<file path="src/rtl/interval_seconds_meter.sv">
// -----------------------------------------------------------------------------
// interval_seconds_meter
//
// Measures the time between a start pulse and a stop pulse in whole seconds.
// A prescaler counts TICKS_PER_SEC clocks per second. Each completed second
// increments a saturating seconds counter. The result is latched on stop and
// announced with a one-cycle done pulse.
//
// Parameters
//   TICKS_PER_SEC  clocks per second (>= 2)
//   PRE_W          prescaler width, 2^PRE_W > TICKS_PER_SEC-1
//   SEC_W          width of the seconds counter and result
//
// Ports
//   clk       in   system clock, rising edge
//   rst       in   asynchronous reset, active low (0 = reset)
//   start     in   1-cycle pulse: begin (or restart) a measurement
//   stop      in   1-cycle pulse: end a measurement
//   busy      out  1 while a measurement is running
//   done      out  1-cycle pulse: seconds/overflow hold a new result
//   seconds   out  latched whole seconds of the last measurement
//   overflow  out  latched: last measurement hit the 2^SEC_W-1 ceiling
//
// Build option
//   INTERVAL_METER_AUTOSTOP_EN  when defined, the meter ends a measurement by
//   itself on the second that would first overflow the counter (latching
//   seconds=2^SEC_W-1, overflow=1, pulsing done). When undefined the counter
//   saturates and the meter waits for stop.
// -----------------------------------------------------------------------------
module interval_seconds_meter #(
  parameter int unsigned TICKS_PER_SEC = 50000000,
  parameter int unsigned PRE_W         = 26,
  parameter int unsigned SEC_W         = 8
) (
  input  logic             clk,
  input  logic             rst,
  input  logic             start,
  input  logic             stop,
  output logic             busy,
  output logic             done,
  output logic [SEC_W-1:0] seconds,
  output logic             overflow
);

  typedef enum logic {
    IDLE = 1'b0,
    RUN  = 1'b1
  } state_t;

  localparam logic [PRE_W-1:0] PRE_LAST = PRE_W'(TICKS_PER_SEC - 1);
  localparam logic [SEC_W-1:0] SEC_MAX  = '1;

  state_t             state_q, state_d;
  logic [PRE_W-1:0]   pre_q, pre_d;
  logic [SEC_W-1:0]   sec_q, sec_d;
  logic               ovf_q, ovf_d;
  logic [SEC_W-1:0]   seconds_d;
  logic               overflow_d;
  logic               done_d;
  logic               wrap;

  // Last tick of the current second.
  assign wrap = (pre_q == PRE_LAST);

  // NOTE: every signal written here gets a default first, so no path through
  // the case statement leaves a value unassigned and no latch is inferred.
  always_comb begin
    state_d    = state_q;
    pre_d      = pre_q;
    sec_d      = sec_q;
    ovf_d      = ovf_q;
    seconds_d  = seconds;
    overflow_d = overflow;
    done_d     = 1'b0;

    unique case (state_q)
      IDLE: begin
        // A stop arriving with (or without) start is meaningless here.
        if (start) begin
          state_d = RUN;
          pre_d   = '0;
          sec_d   = '0;
          ovf_d   = 1'b0;
        end
      end

      RUN: begin
        if (stop) begin
          // Latch the count as it stands before this edge; a coinciding
          // wrap is deliberately not included.
          seconds_d  = sec_q;
          overflow_d = ovf_q;
          done_d     = 1'b1;
          state_d    = IDLE;
        end else if (start) begin
          // Restart: the previous result stays visible.
          pre_d = '0;
          sec_d = '0;
          ovf_d = 1'b0;
        end else if (wrap) begin
          pre_d = '0;
          if (sec_q != SEC_MAX) begin
            sec_d = sec_q + 1'b1;
          end else if (!ovf_q) begin
            // Counter saturated; this is the first second it cannot hold.
            ovf_d = 1'b1;
`ifdef INTERVAL_METER_AUTOSTOP_EN
            seconds_d  = SEC_MAX;
            overflow_d = 1'b1;
            done_d     = 1'b1;
            state_d    = IDLE;
`endif
          end
        end else begin
          pre_d = pre_q + 1'b1;
        end
      end

      default: state_d = IDLE;
    endcase
  end

  // NOTE: sequential state uses non-blocking assignments so every register
  // samples the pre-edge values, independent of statement order.
  always_ff @(posedge clk or negedge rst) begin
    if (!rst) begin
      state_q  <= IDLE;
      pre_q    <= '0;
      sec_q    <= '0;
      ovf_q    <= 1'b0;
      busy     <= 1'b0;
      done     <= 1'b0;
      seconds  <= '0;
      overflow <= 1'b0;
    end else begin
      state_q  <= state_d;
      pre_q    <= pre_d;
      sec_q    <= sec_d;
      ovf_q    <= ovf_d;
      busy     <= (state_d == RUN);
      done     <= done_d;
      seconds  <= seconds_d;
      overflow <= overflow_d;
    end
  end

endmodule
</file>
<file path="config.mk">
export PLATFORM = sky130hd
export DESIGN_NAME = interval_seconds_meter
export DESIGN_NICKNAME = d
export VERILOG_FILES = /design/src/rtl/interval_seconds_meter.sv
export SDC_FILE = /design/constraint.sdc
export NUM_CORES = 1
export LEC_CHECK = 0
export CAP_MARGIN = 20
export CORE_MARGIN = 3
export CORE_UTILIZATION = 59
export DETAILED_ROUTE_END_ITERATION = 8
export PLACE_DENSITY_LB_ADDON = 0.08
export SLEW_MARGIN = 20
export SYNTH_ARGS = -nofsm -noshare
export SYNTH_HDL_FRONTEND = slang
export SYNTH_SLANG_ARGS = --single-unit
</file>
<file path="constraint.sdc">
create_clock -name clk -period 2.2 [get_ports clk]
set_input_delay 0.44 -clock clk [delete_from_list [all_inputs] [get_ports clk]]
set_output_delay 0.44 -clock clk [all_outputs]
set_load 0.005 [all_outputs]
</file>
==> results.json <==
{
  "finalInstanceArea_sq_mm": 0.00277,
  "gp_congestion": 0.957,
  "antenna_found_initial": 0,
  "ys_types": 45,
  "hp-class": "in -> async",
  "wl_met2_microns": 2500,
  "final_core_utilization_pct": 72.9,
  "timing.fmax_mhz": 499,
  "clkTransAtPathRegs_ps": 90,
  "pwr-share-comb_pct": 11.1,
  "clock_power_share_pct": 32.3,
  "reg2regPathDepth": 6,
  "grt_overflow": 0,
  "dp_slack_ps": 63.3,
  "routed_via_density": 5.78,
  "drtIter0Drc": 122,
  "wl_met1_microns": 2200,
  "pin_count": 15,
  "yosysSeqAreaShare_pct": 47.5,
  "n_antenna_cell": 0,
  "timing.final.crit_period_ps": 2000,
  "synth_edf_count": 0,
  "cts_made_buffers": 5,
  "worstPathRequired_ps": 2380,
  "grt_max_degree": 47,
  "relSlewSlack_pct": 62.1,
  "switchingPower_w": 0.000428,
  "r2r_start": "pre_q[0]",
  "io_buffers": 14,
  "insertion_delay_ps": 310,
  "post-route-drc-count": 0,
  "die_x_microns": 70.1,
  "drive_above_1_share_pct": 13.3,
  "end_kind": "flop",
  "r2r_end": "sec_q[0]",
  "cts.sinks": 46,
  "netlist_instances": 254,
  "synth_top_area_cell": "dfrtp_1",
  "power_frac_seq_pct": 56.6,
  "ys.flop_type": "dfrtp_1",
  "power_leakage_nw": 1.27,
  "dr.max_layer_used": "met4",
  "fin_tns_setup_ps": 0,
  "final.period_utilization_pct": 91.0,
  "wire_per_inst_microns": 15.1,
  "wirelength_microns": 4920,
  "worst_setup_path_start_kind": "flop",
  "cp_max_fo": 7,
  "worst_slew_pin_slew_ps": 569,
  "core_area_sq_mm": 0.00380,
  "die_area_sq_mm": 0.00491,
  "grt_pass1_wl_microns": 8520,
  "grt_pass1_vias": 1887,
  "critical_path_class": "reg -> reg",
  "ys_ff_latch": 46,
  "worst_ep_arrival_time_ps": 2190,
  "p_sw_share_pct": 27.0,
  "rrSetupSlack_ps": 200,
  "p_int_w": 0.00116,
  "num_rows": 22,
  "drt_pass1_iterations": 4,
  "holdBufCountCts": 0,
  "gr-usage-all-layers_pct": 21.4,
  "fp.dieH_microns": 70.1,
  "antenna_left": 0,
  "cts_max_level": 2,
  "clockBufferDepth": 2,
  "dr_wl_met3_microns": 113,
  "syn-cell-area_sq_mm": 0.00242,
  "finalMaxSlewViolations": 0,
  "power_density_mw_per_mm2": 572,
  "setup_ws_ps": 198,
  "synth_area_leaders": "dfrtp_1 (48%), xor2_1 (6.5%), nand2_1 (6.2%), nor2_1 (5.0%), nand3_1 (4.5%)",
  "ir_drop_mv": 0.319,
  "grt_setup_unrepaired": "no",
  "skew_ps": 11.3,
  "yosys_warnings": 0,
  "clockRootBuffer": "clkbuf_8",
  "cts_tree": "built",
  "nNetsFinal": 284,
  "hold_viol": 0,
  "setup_violations": 0,
  "netlist.area_leader.share_pct": 47.5,
  "start_util_pct": 63.7,
  "status": "completed",
  "area_growth_pct": 14.4,
  "vias": 1891,
  "cap_violations": 0,
  "dp_hpwl_microns": 3440,
  "syn-num-nets": 260,
  "async_flop_share_pct": 100,
  "place_area_sq_mm": 0.00267,
  "avgSynthCellArea_sq_um": 9.53
}
## cells by family (layout without fill, tap and decap cells)
logic type               Yosys count  in the layout  share of synthesized area (%)
XOR/XNOR                          23             23                           8.32
adder cells (fa/ha/maj)            2              2                           1.03
AO/OA/AOI/OAI                     24             24                           7.24
buffers and inverters             19             44                           3.77
multiplexers                       1              1                          0.413
AND/OR/NAND/NOR                  139            139                           31.7
flip-flops                        46             46                           47.5
## registers in the layout, indices dropped and copies added (netlist names)
register and flops:
pre_q 26, overflow 1, sec_q 8, ovf_q 1, done 1, seconds 8
state_q 1
## worst max-delay path by stage
stage	startpoint	endpoint	cells after the start
floorplan	pre_q[9]	sec_q[4]	5
global placement	start	sec_q[7]	7
detailed placement	start	pre_q[11]	8
CTS	pre_q[0]	sec_q[0]	6
global route	pre_q[0]	sec_q[7]	6
finish	pre_q[0]	sec_q[0]	6
## repair_timing
item / 4_1_cts / 5_1_grt
gates resized for setup: 0 / 2
setup endpoints to repair: 0 / 1
buffers inserted: 0 / 0
## worst max-delay path, stage by stage, from the launching register on
cell and delay, ps:
dfrtp_1 400, ha_1 210, nand2_1 170, nor4_4 390
and2_2 290, a311oi_1 120, a211o_1 300
## power groups by stage
stage,clock network [W],logic (W),registers (W)
final,0.000512,0.000175,0.000896
after global routing,0.000556,0.000196,0.000900
after CTS,0.000525,0.000176,0.000896
after detailed placement,0,0.000176,0.000913
after global placement,0,0.000170,0.000911
after floorplan,0,0.000103,0.000903
## layer usage
layer	vias to the layer above	track usage (%)
met1	919	26.7
met5	-	0
met2	27	36.5
li1	931	-
met4	0	8.72
met3	14	3.74
## cell usage after synthesis, types with 2 or more instances
library cell  count
dfrtp_1          46
nand2_1          40
nor2_1           32
nand3_1          22
xor2_1           18
nand4_1           9
inv_1             7
a21oi_1           5
and2_1            5
clkbuf_1          5
nor3_1            5
xnor2_1           5
buf_2             4
nor4_1            4
o21ai_0           4
a211o_1           3
and3_1            3
nor4_4            3
a32o_1            2
and4_1            2
buf_6             2
ha_1              2
nand2_2           2
nand4b_1          2
nand4bb_1         2
## layout make-up
| cell class | instances | area, sq um |
|---|---|---|
| repair buffers | 28 | 253 |
| multi-input cells | 189 | 1180 |
| clock inverters | 3 | 21.3 |
| fillers | 280 | 1030 |
| flip-flops and latches | 46 | 1150 |
| clock buffers | 5 | 68.8 |
| inverters | 8 | 30.0 |
| well taps | 48 | 60.1 |
## placed cells by master, fill, tap and decap left out, drive strengths merged, types with 3 or more instances in the layout
| cell type | synthesis | routed |
|---|---|---|
| dfrtp | 46 | 46 |
| nand2 | 42 | 42 |
| nor2 | 32 | 32 |
| nand3 | 22 | 22 |
| xor2 | 18 | 18 |
| buf | 6 | 15 |
| clkdlybuf4s50 | 0 | 13 |
| nand4 | 10 | 10 |
| inv | 7 | 7 |
| nor4 | 7 | 7 |
| nor3 | 6 | 6 |
| a21oi | 5 | 5 |
| xnor2 | 5 | 5 |
| clkbuf | 5 | 5 |
| and2 | 5 | 5 |
| o21ai | 5 | 5 |
| and3 | 3 | 3 |
| a211o | 3 | 3 |
| nand4bb | 3 | 3 |
| and4 | 3 | 3 |
| clkinv | 1 | 3 |
## per-stage QoR
stage	total power, W	std cells	hold WS [ps]
6_report	0.00158	327	200
3_5_place_dp	0.00109	319	459
2_1_floorplan	0.00101	254	144
5_1_grt	0.00165	327	247
3_3_place_gp	0.00108	319	459
4_1_cts	0.00160	327	222
(Power assumes the default switching activity.)
